[config.mk]
export PLATFORM = sky130hd
export DESIGN_NAME = pipeline_ctrl_flat
export DESIGN_NICKNAME = d
export VERILOG_FILES = /design/src/rtl/pipeline_ctrl_pkg.sv /design/src/rtl/pipeline_ctrl_if.sv /design/src/rtl/pipeline_ctrl_hazard_detect.sv /design/src/rtl/pipeline_ctrl.sv /design/src/flat_wrapper.sv
export SDC_FILE = /design/constraint.sdc
export NUM_CORES = 1
export LEC_CHECK = 0
export ABC_CLOCK_PERIOD_IN_PS = 4400
export CORE_MARGIN = 3
export CORE_UTILIZATION = 54
export CTS_BUF_LIST = sky130_fd_sc_hd__clkbuf_16
export DETAILED_ROUTE_END_ITERATION = 10
export GPL_TIMING_DRIVEN = 0
export PLACE_DENSITY = 0.94
export SYNTH_ARGS = -nofsm -noshare
export SYNTH_HDL_FRONTEND = slang
export SYNTH_HIERARCHICAL = 1
export SYNTH_SLANG_ARGS = --single-unit
export TNS_END_PERCENT = 20
[constraint.sdc]
create_clock -name clk -period 4.4 [get_ports clk]
set_input_delay 0.44 -clock clk [delete_from_list [all_inputs] [get_ports clk]]
set_output_delay 0.44 -clock clk [all_outputs]
set_load 0.01 [all_outputs]
[src/rtl/pipeline_ctrl_pkg.sv]
// Shared definitions for the RV32 pipeline hazard/sequencing controller.
// State encoding, register-file address width and the hard-wired zero register index.
package cpu_ctrl_pkg;

  typedef enum logic [1:0] {
    RUN      = 2'd0,
    MEM_WAIT = 2'd1,
    TIMEOUT  = 2'd2
  } ctrl_state_e;

  localparam int REG_AW_DEF = 5;
  localparam logic [REG_AW_DEF-1:0] X0_IDX = '0;

endpackage

[src/rtl/pipeline_ctrl_if.sv]
// Hazard inputs and stage-control outputs exchanged between the controller and the datapath.
// master is the controller side; slave is the pipeline stages it steers.
interface pipeline_ctrl_if #(
  parameter int REG_AW = cpu_ctrl_pkg::REG_AW_DEF,
  parameter int CNT_W  = 32
);
  logic [REG_AW-1:0] rs1_if_id;
  logic [REG_AW-1:0] rs2_if_id;
  logic              use_rs1_if_id;
  logic              use_rs2_if_id;
  logic [REG_AW-1:0] write_reg_id_exe;
  logic              ctrl_mem_read_id_exe;
  logic              branch_taken_mem;
  logic              mem_req_exe_mem;
  logic              mem_ready;

  logic              pc_en;
  logic              if_id_en;
  logic              id_exe_en;
  logic              exe_mem_en;
  logic              mem_wb_en;
  logic              if_id_flush;
  logic              id_exe_flush;
  logic              exe_mem_flush;
  logic              mem_timeout_err;
  logic [CNT_W-1:0]  stall_cnt;
  logic [CNT_W-1:0]  flush_cnt;

  modport master (
    input  rs1_if_id, rs2_if_id, use_rs1_if_id, use_rs2_if_id,
           write_reg_id_exe, ctrl_mem_read_id_exe, branch_taken_mem,
           mem_req_exe_mem, mem_ready,
    output pc_en, if_id_en, id_exe_en, exe_mem_en, mem_wb_en,
           if_id_flush, id_exe_flush, exe_mem_flush,
           mem_timeout_err, stall_cnt, flush_cnt
  );

  modport slave (
    output rs1_if_id, rs2_if_id, use_rs1_if_id, use_rs2_if_id,
           write_reg_id_exe, ctrl_mem_read_id_exe, branch_taken_mem,
           mem_req_exe_mem, mem_ready,
    input  pc_en, if_id_en, id_exe_en, exe_mem_en, mem_wb_en,
           if_id_flush, id_exe_flush, exe_mem_flush,
           mem_timeout_err, stall_cnt, flush_cnt
  );
endinterface

[src/rtl/pipeline_ctrl_hazard_detect.sv]
// Load-use comparator: flags an IF/ID instruction that reads the destination of a load in ID/EX.
// Writes to x0 never create a dependency.
module hazard_detect
  import cpu_ctrl_pkg::*;
#(
  parameter int REG_AW = REG_AW_DEF
) (
  input  logic [REG_AW-1:0] rs1_i,
  input  logic [REG_AW-1:0] rs2_i,
  input  logic              use_rs1_i,
  input  logic              use_rs2_i,
  input  logic [REG_AW-1:0] write_reg_i,
  input  logic              mem_read_i,
  output logic              load_use_o
);

  assign load_use_o = mem_read_i
                    & (write_reg_i != REG_AW'(X0_IDX))
                    & ((use_rs1_i & (rs1_i == write_reg_i))
                     | (use_rs2_i & (rs2_i == write_reg_i)));

endmodule

[src/rtl/pipeline_ctrl.sv]
// Stage enable/flush sequencer for the 5-stage pipeline: load-use bubbles, MEM-resolved
// branch flushes, data-memory wait with watchdog, and saturating stall/flush counters.
module pipeline_ctrl
  import cpu_ctrl_pkg::*;
#(
  parameter int REG_AW      = REG_AW_DEF,
  parameter int CNT_W       = 32,
  parameter int MEM_TIMEOUT = 255
) (
  input logic            clk,
  input logic            rst,
  pipeline_ctrl_if.master bus
);

  localparam int WAIT_W = $clog2(MEM_TIMEOUT + 2);

  ctrl_state_e       state_q, state_d;
  logic [WAIT_W-1:0] wait_q, wait_d;
  logic [CNT_W-1:0]  stall_q, stall_d;
  logic [CNT_W-1:0]  flush_q, flush_d;
  logic              err_q, err_d;

  logic load_use, mem_miss;
  logic hold, flush_br, bubble;

  hazard_detect #(.REG_AW(REG_AW)) u_hazard (
    .rs1_i       (bus.rs1_if_id),
    .rs2_i       (bus.rs2_if_id),
    .use_rs1_i   (bus.use_rs1_if_id),
    .use_rs2_i   (bus.use_rs2_if_id),
    .write_reg_i (bus.write_reg_id_exe),
    .mem_read_i  (bus.ctrl_mem_read_id_exe),
    .load_use_o  (load_use)
  );

  assign mem_miss = bus.mem_req_exe_mem & ~bus.mem_ready;

  always_comb begin
    // NOTE: every signal gets a default before the case so no path can infer a latch.
    state_d  = state_q;
    wait_d   = wait_q;
    hold     = 1'b0;
    flush_br = 1'b0;
    bubble   = 1'b0;
    unique case (state_q)
      RUN: begin
        if (mem_miss) begin
          hold    = 1'b1;
          state_d = MEM_WAIT;
          wait_d  = WAIT_W'(1);
        end
      end
      MEM_WAIT: begin
        if (!bus.mem_ready) begin
          hold   = 1'b1;
          wait_d = wait_q + WAIT_W'(1);
          if (wait_d >= WAIT_W'(MEM_TIMEOUT)) state_d = TIMEOUT;
        end else begin
          state_d = RUN;
          wait_d  = '0;
        end
      end
      TIMEOUT: hold = 1'b1;
      default: begin
        hold    = 1'b1;
        state_d = RUN;
      end
    endcase
    // A branch seen while frozen is acted on only once the pipeline advances.
    if (!hold) begin
      if (bus.branch_taken_mem) flush_br = 1'b1;
      else if (load_use)        bubble   = 1'b1;
    end
  end

  assign bus.pc_en         = ~hold & ~bubble;
  assign bus.if_id_en      = ~hold & ~bubble;
  assign bus.id_exe_en     = ~hold;
  assign bus.exe_mem_en    = ~hold;
  assign bus.mem_wb_en     = ~hold;
  assign bus.if_id_flush   = flush_br;
  assign bus.id_exe_flush  = flush_br | bubble;
  assign bus.exe_mem_flush = flush_br;

  always_comb begin
    stall_d = stall_q;
    flush_d = flush_q;
    if (!bus.pc_en && (stall_q != {CNT_W{1'b1}})) stall_d = stall_q + CNT_W'(1);
    if (flush_br   && (flush_q != {CNT_W{1'b1}})) flush_d = flush_q + CNT_W'(1);
    err_d = err_q | (state_d == TIMEOUT);
  end

  always_ff @(posedge clk or posedge rst) begin
    if (rst) begin
      state_q <= RUN;
      wait_q  <= '0;
      stall_q <= '0;
      flush_q <= '0;
      err_q   <= 1'b0;
    end else begin
      // NOTE: non-blocking so all state registers update together from pre-edge values.
      state_q <= state_d;
      wait_q  <= wait_d;
      stall_q <= stall_d;
      flush_q <= flush_d;
      err_q   <= err_d;
    end
  end

  assign bus.stall_cnt       = stall_q;
  assign bus.flush_cnt       = flush_q;
  assign bus.mem_timeout_err = err_q;

  illegal_branch_with_mem_a : assert property (@(posedge clk) disable iff (rst)
    !(bus.mem_req_exe_mem && bus.branch_taken_mem));

endmodule

[src/flat_wrapper.sv]
// flat-port wrapper written by rule: the top's interface ports become plain ports
module pipeline_ctrl_flat import cpu_ctrl_pkg::*;
#(
  parameter int REG_AW      = REG_AW_DEF,
  parameter int CNT_W       = 32,
  parameter int MEM_TIMEOUT = 255
)
  (clk, rst, bus_rs1_if_id, bus_rs2_if_id, bus_use_rs1_if_id, bus_use_rs2_if_id, bus_write_reg_id_exe, bus_ctrl_mem_read_id_exe, bus_branch_taken_mem, bus_mem_req_exe_mem, bus_mem_ready, bus_pc_en, bus_if_id_en, bus_id_exe_en, bus_exe_mem_en, bus_mem_wb_en, bus_if_id_flush, bus_id_exe_flush, bus_exe_mem_flush, bus_mem_timeout_err, bus_stall_cnt, bus_flush_cnt);
  pipeline_ctrl_if #(.REG_AW(REG_AW), .CNT_W(CNT_W)) bus_i ();
  input logic clk;
  input logic rst;
  input wire logic [$bits(bus_i.rs1_if_id)-1:0] bus_rs1_if_id;
  input wire logic [$bits(bus_i.rs2_if_id)-1:0] bus_rs2_if_id;
  input wire logic [$bits(bus_i.use_rs1_if_id)-1:0] bus_use_rs1_if_id;
  input wire logic [$bits(bus_i.use_rs2_if_id)-1:0] bus_use_rs2_if_id;
  input wire logic [$bits(bus_i.write_reg_id_exe)-1:0] bus_write_reg_id_exe;
  input wire logic [$bits(bus_i.ctrl_mem_read_id_exe)-1:0] bus_ctrl_mem_read_id_exe;
  input wire logic [$bits(bus_i.branch_taken_mem)-1:0] bus_branch_taken_mem;
  input wire logic [$bits(bus_i.mem_req_exe_mem)-1:0] bus_mem_req_exe_mem;
  input wire logic [$bits(bus_i.mem_ready)-1:0] bus_mem_ready;
  output wire logic [$bits(bus_i.pc_en)-1:0] bus_pc_en;
  output wire logic [$bits(bus_i.if_id_en)-1:0] bus_if_id_en;
  output wire logic [$bits(bus_i.id_exe_en)-1:0] bus_id_exe_en;
  output wire logic [$bits(bus_i.exe_mem_en)-1:0] bus_exe_mem_en;
  output wire logic [$bits(bus_i.mem_wb_en)-1:0] bus_mem_wb_en;
  output wire logic [$bits(bus_i.if_id_flush)-1:0] bus_if_id_flush;
  output wire logic [$bits(bus_i.id_exe_flush)-1:0] bus_id_exe_flush;
  output wire logic [$bits(bus_i.exe_mem_flush)-1:0] bus_exe_mem_flush;
  output wire logic [$bits(bus_i.mem_timeout_err)-1:0] bus_mem_timeout_err;
  output wire logic [$bits(bus_i.stall_cnt)-1:0] bus_stall_cnt;
  output wire logic [$bits(bus_i.flush_cnt)-1:0] bus_flush_cnt;
  assign bus_i.rs1_if_id = bus_rs1_if_id;
  assign bus_i.rs2_if_id = bus_rs2_if_id;
  assign bus_i.use_rs1_if_id = bus_use_rs1_if_id;
  assign bus_i.use_rs2_if_id = bus_use_rs2_if_id;
  assign bus_i.write_reg_id_exe = bus_write_reg_id_exe;
  assign bus_i.ctrl_mem_read_id_exe = bus_ctrl_mem_read_id_exe;
  assign bus_i.branch_taken_mem = bus_branch_taken_mem;
  assign bus_i.mem_req_exe_mem = bus_mem_req_exe_mem;
  assign bus_i.mem_ready = bus_mem_ready;
  assign bus_pc_en = bus_i.pc_en;
  assign bus_if_id_en = bus_i.if_id_en;
  assign bus_id_exe_en = bus_i.id_exe_en;
  assign bus_exe_mem_en = bus_i.exe_mem_en;
  assign bus_mem_wb_en = bus_i.mem_wb_en;
  assign bus_if_id_flush = bus_i.if_id_flush;
  assign bus_id_exe_flush = bus_i.id_exe_flush;
  assign bus_exe_mem_flush = bus_i.exe_mem_flush;
  assign bus_mem_timeout_err = bus_i.mem_timeout_err;
  assign bus_stall_cnt = bus_i.stall_cnt;
  assign bus_flush_cnt = bus_i.flush_cnt;
  pipeline_ctrl #(.REG_AW(REG_AW), .CNT_W(CNT_W), .MEM_TIMEOUT(MEM_TIMEOUT)) u_core (.clk(clk), .rst(rst), .bus(bus_i));
endmodule
After elaboration in Yosys (flattened, before gate mapping)
Index checks and enable logic that the tools add are counted.

Bitwise logic cells: 12. Shifts and indexed selects: 0. Div/mod/pow operators: 0. Reductions and logical operators: 7. $add $sub $neg: 3. Eq/ne operators: 8. Magnitude comparators: 1. Multiplexer cells: 15. $mul: 0.

Operator list (count): adder 32 x 1 -> 32 bit (second input constant) (2); inequality test 32 bit (second input constant) (2); two-way mux 9 bit (2); case mux 9 bit (2 select lines) (1); == test 5 bit (2); adder 9 x 1 -> 9 bit (second input constant) (1); greater-or-equal comparator 9 x 8 -> 1 bit (second input constant) (1); two-way mux 1 bit (7); bitwise AND 1 bit (6); two-way mux 2 bit (3); case mux 2 bit (3 select lines) (1); nonzero test 5 bit (1); == test 2 bit (second input constant) (2); NOT 1 bit (3); OR 1 bit (3); == test 2 x 1 -> 1 bit (second input constant) (1); logical AND 1 bit (2); logical NOT 2 bit (1); inequality test 2 x 1 -> 1 bit (second input constant) (1); case mux 1 bit (2 select lines) (1); AND reduction 2 bit (1); nonzero test 2 bit (1); logical NOT 1 bit (1).

Latch bits: 0. Input port bits: 23. Register bits after elaboration: 76. Memory bits (read-only): 0. Output and inout bits: 73. Bits in writable memories: 0. Memories kept: 0.

Longest topological paths before layout
Depth in word-level cells: 11. Gate-level depth with buffers: 10.

Modules after synthesis
Netlist, hierarchy kept.

Modules (own cells, without submodules): pipeline_ctrl (seq. area each 1901.8 um^2, cells an instance 370, instances 1, area each 3818.7 um^2); hazard_detect (seq. area each 0.0 um^2, cells an instance 17, instances 1, area each 133.9 um^2).

Worst setup path after synthesis
Ideal clock, no wire load.

Kind: input to register. Start point: in bus_write_reg_id_exe[1]. End point: reg u_core.stall_q[1] (netlist: u_core/bus.stall_cnt[1]). Stages on the path: 8. Data required time: 4275 ps. Path slack: 1931 ps. Data arrival time: 2344 ps. Library setup time: 125 ps. Path buffers: 1. Cell sequence: or4_1 > o21ai_1 > a21oi_1 > nor2b_1 > nor3_2 > a41oi_1 > clkbuf_1 > mux2_2.

Longest elaborated chain between the ends: 11. Elaborated cells on any way between the ends: 15. Those cells by class: eq/ne (2); mux (3); bitwise (7); reduce/logical (3).

RTL lines: start: declaration (line flat_wrapper.sv:16) `input wire logic [$bits(bus_i.write_reg_id_exe)-1:0] bus_write_reg_id_exe;`; == test 5 bit (on tied branches) (line pipeline_ctrl_hazard_detect.sv:19, pipeline_ctrl_hazard_detect.sv:20); bitwise AND 1 bit (on tied branches) (line pipeline_ctrl_hazard_detect.sv:19, pipeline_ctrl_hazard_detect.sv:20); OR 1 bit (line pipeline_ctrl_hazard_detect.sv:20) `| (use_rs2_i & (rs2_i == write_reg_i)));`; bitwise AND 1 bit * (line pipeline_ctrl_hazard_detect.sv:19) `& ((use_rs1_i & (rs1_i == write_reg_i))`; named net u_core.load_use (line pipeline_ctrl.sv:23) `logic load_use, mem_miss;`; two-way mux 1 bit * (line pipeline_ctrl.sv:72) `else if (load_use) bubble = 1'b1;`; two-way mux 1 bit * (line pipeline_ctrl.sv:71) `if (bus.branch_taken_mem) flush_br = 1'b1;`; two-way mux 1 bit * (line pipeline_ctrl.sv:70) `if (!hold) begin`; NOT 1 bit *; bitwise AND 1 bit *; named net bus_if_id_en (line flat_wrapper.sv:22) `output wire logic [$bits(bus_i.if_id_en)-1:0] bus_if_id_en;`; logical NOT 1 bit * (line pipeline_ctrl.sv:88) `if (!bus.pc_en && (stall_q != {CNT_W{1'b1}})) stall_d = stall_q + CNT_W'(1);`; logical AND 1 bit * (line pipeline_ctrl.sv:88); end signal: assignment (line pipeline_ctrl.sv:104) `stall_q <= stall_d;`; end: declaration (line pipeline_ctrl.sv:19) `logic [CNT_W-1:0] stall_q, stall_d;`.

The timed path passes the listed nets; every way through them passes the cells marked *. A chain may end at the register's enable or synchronous reset.

Final worst setup path
Start point: in bus_write_reg_id_exe[1]. End point: out bus_pc_en.

Longest elaborated chain between the ends: 9. Elaborated cells on any way between the ends: 13. Those cells by class: eq/ne (2); mux (3); bitwise (7); reduce/logical (1).

RTL lines: == test 5 bit (on tied branches) (line pipeline_ctrl_hazard_detect.sv:19, pipeline_ctrl_hazard_detect.sv:20); bitwise AND 1 bit (on tied branches) (line pipeline_ctrl_hazard_detect.sv:19, pipeline_ctrl_hazard_detect.sv:20); OR 1 bit (line pipeline_ctrl_hazard_detect.sv:20); bitwise AND 1 bit * (line pipeline_ctrl_hazard_detect.sv:19); named net u_core.load_use (line pipeline_ctrl.sv:23); two-way mux 1 bit * (line pipeline_ctrl.sv:72); two-way mux 1 bit * (line pipeline_ctrl.sv:71); two-way mux 1 bit * (line pipeline_ctrl.sv:70); NOT 1 bit * (line pipeline_ctrl.sv:76) `assign bus.pc_en = ~hold & ~bubble;`; bitwise AND 1 bit * (line pipeline_ctrl.sv:76); end: declaration (line flat_wrapper.sv:21) `output wire logic [$bits(bus_i.pc_en)-1:0] bus_pc_en;`.

Marked as above.

==> out/qor.csv <==
stage;metric;value;unit
setup_path;Setup crit end kind;output port;
detailed_routing;Via density;6.04;
floorplan;Starting Density;56.9;%
global_route;vias in the first global route;3611;
timing;WHS;0.354;ns
floorplan;Chip Height;91.6;um
cts;# H-tree levels;3;
timing;crit path time final;3.50;ns
timing;RSZ-0062 raised after global routing;no;
global_route;total gr overflow;0;
logic_synthesis;synth cell count leaders;76 x dfrtp_1, 40 x xnor2_1, 32 x nand2_1, 32 x xor2_1, 30 x nand3_1;
detailed_routing;routed len/inst;18.0;um
logic_synthesis;synthesis-stage register bit count;76;
logic_synthesis;post-synthesis average cell area;10.2;um^2
cts;# Post-CTS Setup Buffers;0;
logic_synthesis;Gate Count Post-Synth;387;
floorplan;core area;6940;um^2
global_route;initial antenna violation count;0;
pwr;LEAKAGE;2.27;nW
logic_synthesis;share of the synthesized area in the top cell type;48.1;%
floorplan;Die Width;91.6;um
pwr;PD cells;375;nW/um^2
finish;layout cells sized above 1;6.83;%
logic_synthesis;Post-synth EDFFs;0;
floorplan;IO Count;96;
placed_design;IO buf count;95;
timing;Slew Limit Headroom;51.4;%
setup_path;crit path max fanout;9;
logic_synthesis;cell with the most instances after synthesis;dfrtp_1;
global_route;pin count of the biggest net entering global routing;69;
placed_design;HPWL after detailed placement;7.03;mm
logic_synthesis;most used flip-flop cell after synthesis;dfrtp_1;
timing;fmax;285;MHz
logic_synthesis;Synth Warn #;6;
logic_synthesis;Async SR Flop Fraction;100;%
cts;CTS tree;done;
detailed_routing;post-route ant nets;0;
finish;FILL cells;437;
floorplan;Cell Rows;30;
timing;total negative slack;0;ns
logic_synthesis;library cells used by synthesis;46;
finish;nets;521;
outcome;outcome;complete, no violations;
setup_path;r2r setup slk;1.96;ns
cts;Num CTS Buffers;9;
setup_path;worst path required time;3.96;ns
cts;CTS sink count;76;
setup_path;CP arrival;3.06;ns
detailed_routing;vias;3588;
timing;# setup viols final;0;
setup_path;worst setup path end;bus_pc_en;
setup_path;worst r2r src;u_core/bus.flush_cnt[0];
finish;Antenna Cells;0;
cts;Post-CTS Resized;0;
logic_synthesis;post-synthesis sequential area ratio;48.1;%
timing;Tcrit/Tclk final;79.7;%
cts;clock root cell;clkbuf_16;
logic_synthesis;Netlist Area Pre-Place;3950;um^2
cts;Clk Latency, worst-skew pair;0.33;ns
detailed_routing;TritonRoute pass-1 iters;5;
floorplan;full die area;8380;um^2
cts;Max Buffers Root-to-Sink;2;
setup_path;critical path launch point type;input pin;
detailed_routing;detailed-route DRC error count;0;
timing;clk_skew;0.0103;ns
global_route;Tot GR Track Use;25.8;%
setup_path;Setup crit start;bus_write_reg_id_exe[1];
cts;Post-CTS Hold Buffers;0;
timing;Fin. Hold Viols;0;
logic_synthesis;net count after synthesis;414;
timing;worst-margin pin slew;0.728;ns
hold_path;hold crit path type;input pin to async pin;
placed_design;GP Congestion;0.904;
finish;area grow syn2layout;35.6;%
logic_synthesis;Synth area leader;dfrtp_1;
setup_path;kind of critical path;input pin to output port;
timing;Slew Limit Fails;0;
job;max-cap violations;0;
detailed_routing;initial DRC count;211;
logic_synthesis;Synth area leaders;dfrtp_1 48%, xnor2_1 8.9%, xor2_1 7.1%, nand3_1 3.8%, nand4_1 3.6%;
setup_path;worst r2r path cells;6;
setup_path;Crit Reg-Reg Endpoint;u_core/bus.flush_cnt[22];
global_route;first-pass GRT wire length;17.4;mm
cts;clock-pin slew on the worst setup and hold paths;0.06;ns
detailed_routing;WL final;10.7;mm
pwr;Peak VDD IR;0.300;mV
-- power breakdown --
group          leakage (nW)  total, W  switching [W]  internal (W)
sequential             1.03  0.000861      0.0000974      0.000764
clock                 0.150  0.000777       0.000287      0.000489
combinational          1.09  0.000374       0.000171      0.000203
-- worst max-delay path: stages --
cell	delay [ns]
clkdlybuf4s50_1	0.46
or4_1	0.55
o21ai_1	0.14
a21oi_1	0.06
nor2b_1	0.14
nor3_2	0.52
buf_4	0.21
clkdlybuf4s50_1	0.54
-- metrics by stage --
step	setup slack (ns)	total power, W	cell area (um^2)	util (%)	instances
2_1_floorplan	1.93	0.00102	3950	-	387
3_3_place_gp	0.878	0.00121	5020	72.3	578
3_5_place_dp	0.895	0.00124	5050	72.8	579
4_1_cts	0.889	0.00201	5360	77.2	594
5_1_grt	0.723	0.00209	5360	77.2	594
6_report	0.895	0.00201	5360	77.2	594
-- worst min path at each step --
stage	from	to	slack, ns	cells past startpoint
after global placement	u_core/bus.flush_cnt[25]	u_core/bus.flush_cnt[25]	0.47	1
after CTS	rst	u_core/bus.stall_cnt[1]	0.36	2
after detailed placement	u_core/bus.mem_timeout_err	u_core/bus.mem_timeout_err	0.47	1
final	rst	u_core/bus.stall_cnt[1]	0.35	2
after global routing	rst	u_core/bus.stall_cnt[10]	0.36	2
after floorplan	u_core/wait_q[4]	u_core/wait_q[4]	0.49	1
-- flip-flops by register name, summed over array words and instances, names as in the netlist --
register	cells
u_core/bus.flush_cnt	32
u_core/bus.stall_cnt	32
u_core/wait_q	9
u_core/state_q	2
u_core/bus.mem_timeout_err	1
-- layout by cell type, fill, tap and decap left out, drive strengths merged, types with 3 or more instances in the layout --
cell and count:
a21oi 4, a31oi 3, and2 4, and3 17, and4 9, buf 5, clkbuf 12, clkdlybuf4s50 95
dfrtp 76, ha 4, inv 11, mux2 3, nand2 32, nand3 30, nand4 24, nor2 27
nor2b 4, nor3 13, nor4 8, o21ai 16, o31ai 3, or3 3, xnor2 40, xor2 32
-- kinds of logic (layout without fill, tap and decap cells) --
group	Yosys count	in the layout	share of synthesized area (%)
AND/OR/NAND/NOR	177	177	24.8
flip-flops	76	76	48.1
XOR/XNOR	72	72	16.0
AO/OA/AOI/OAI	39	39	7.12
buffers and inverters	16	127	1.90
adder cells (fa/ha/maj)	4	4	1.27
multiplexers	3	3	0.855
-- routing by layer --
| layer | vias to the layer above | track usage [%] | share of wire [%] | wire length [um] |
|---|---|---|---|---|
| met1 | 1788 | 29.5 | 39 | 4210 |
| li1 | 1601 | - | - | - |
| met2 | 169 | 44.9 | 52 | 5510 |
| met5 | - | 0 | 0 | 0 |
| met3 | 30 | 6.30 | 6.7 | 714 |
| met4 | 0 | 12.7 | 2.2 | 238 |
-- area by class of cell --
cell class,instances,area [um^2],share of cell area (%)
Clock buffer,9,225,4.20
Tap cell,96,120,2.24
Inverter,9,36.3,0.677
Buffer,7,41.3,0.770
Sequential cell,76,1900,35.5
Clock inverter,6,82.6,1.54
Multi-Input combinational cell,295,1980,36.8
Timing Repair Buffer,96,978,18.2
Note: power is estimated with default switching activity, not from simulation.
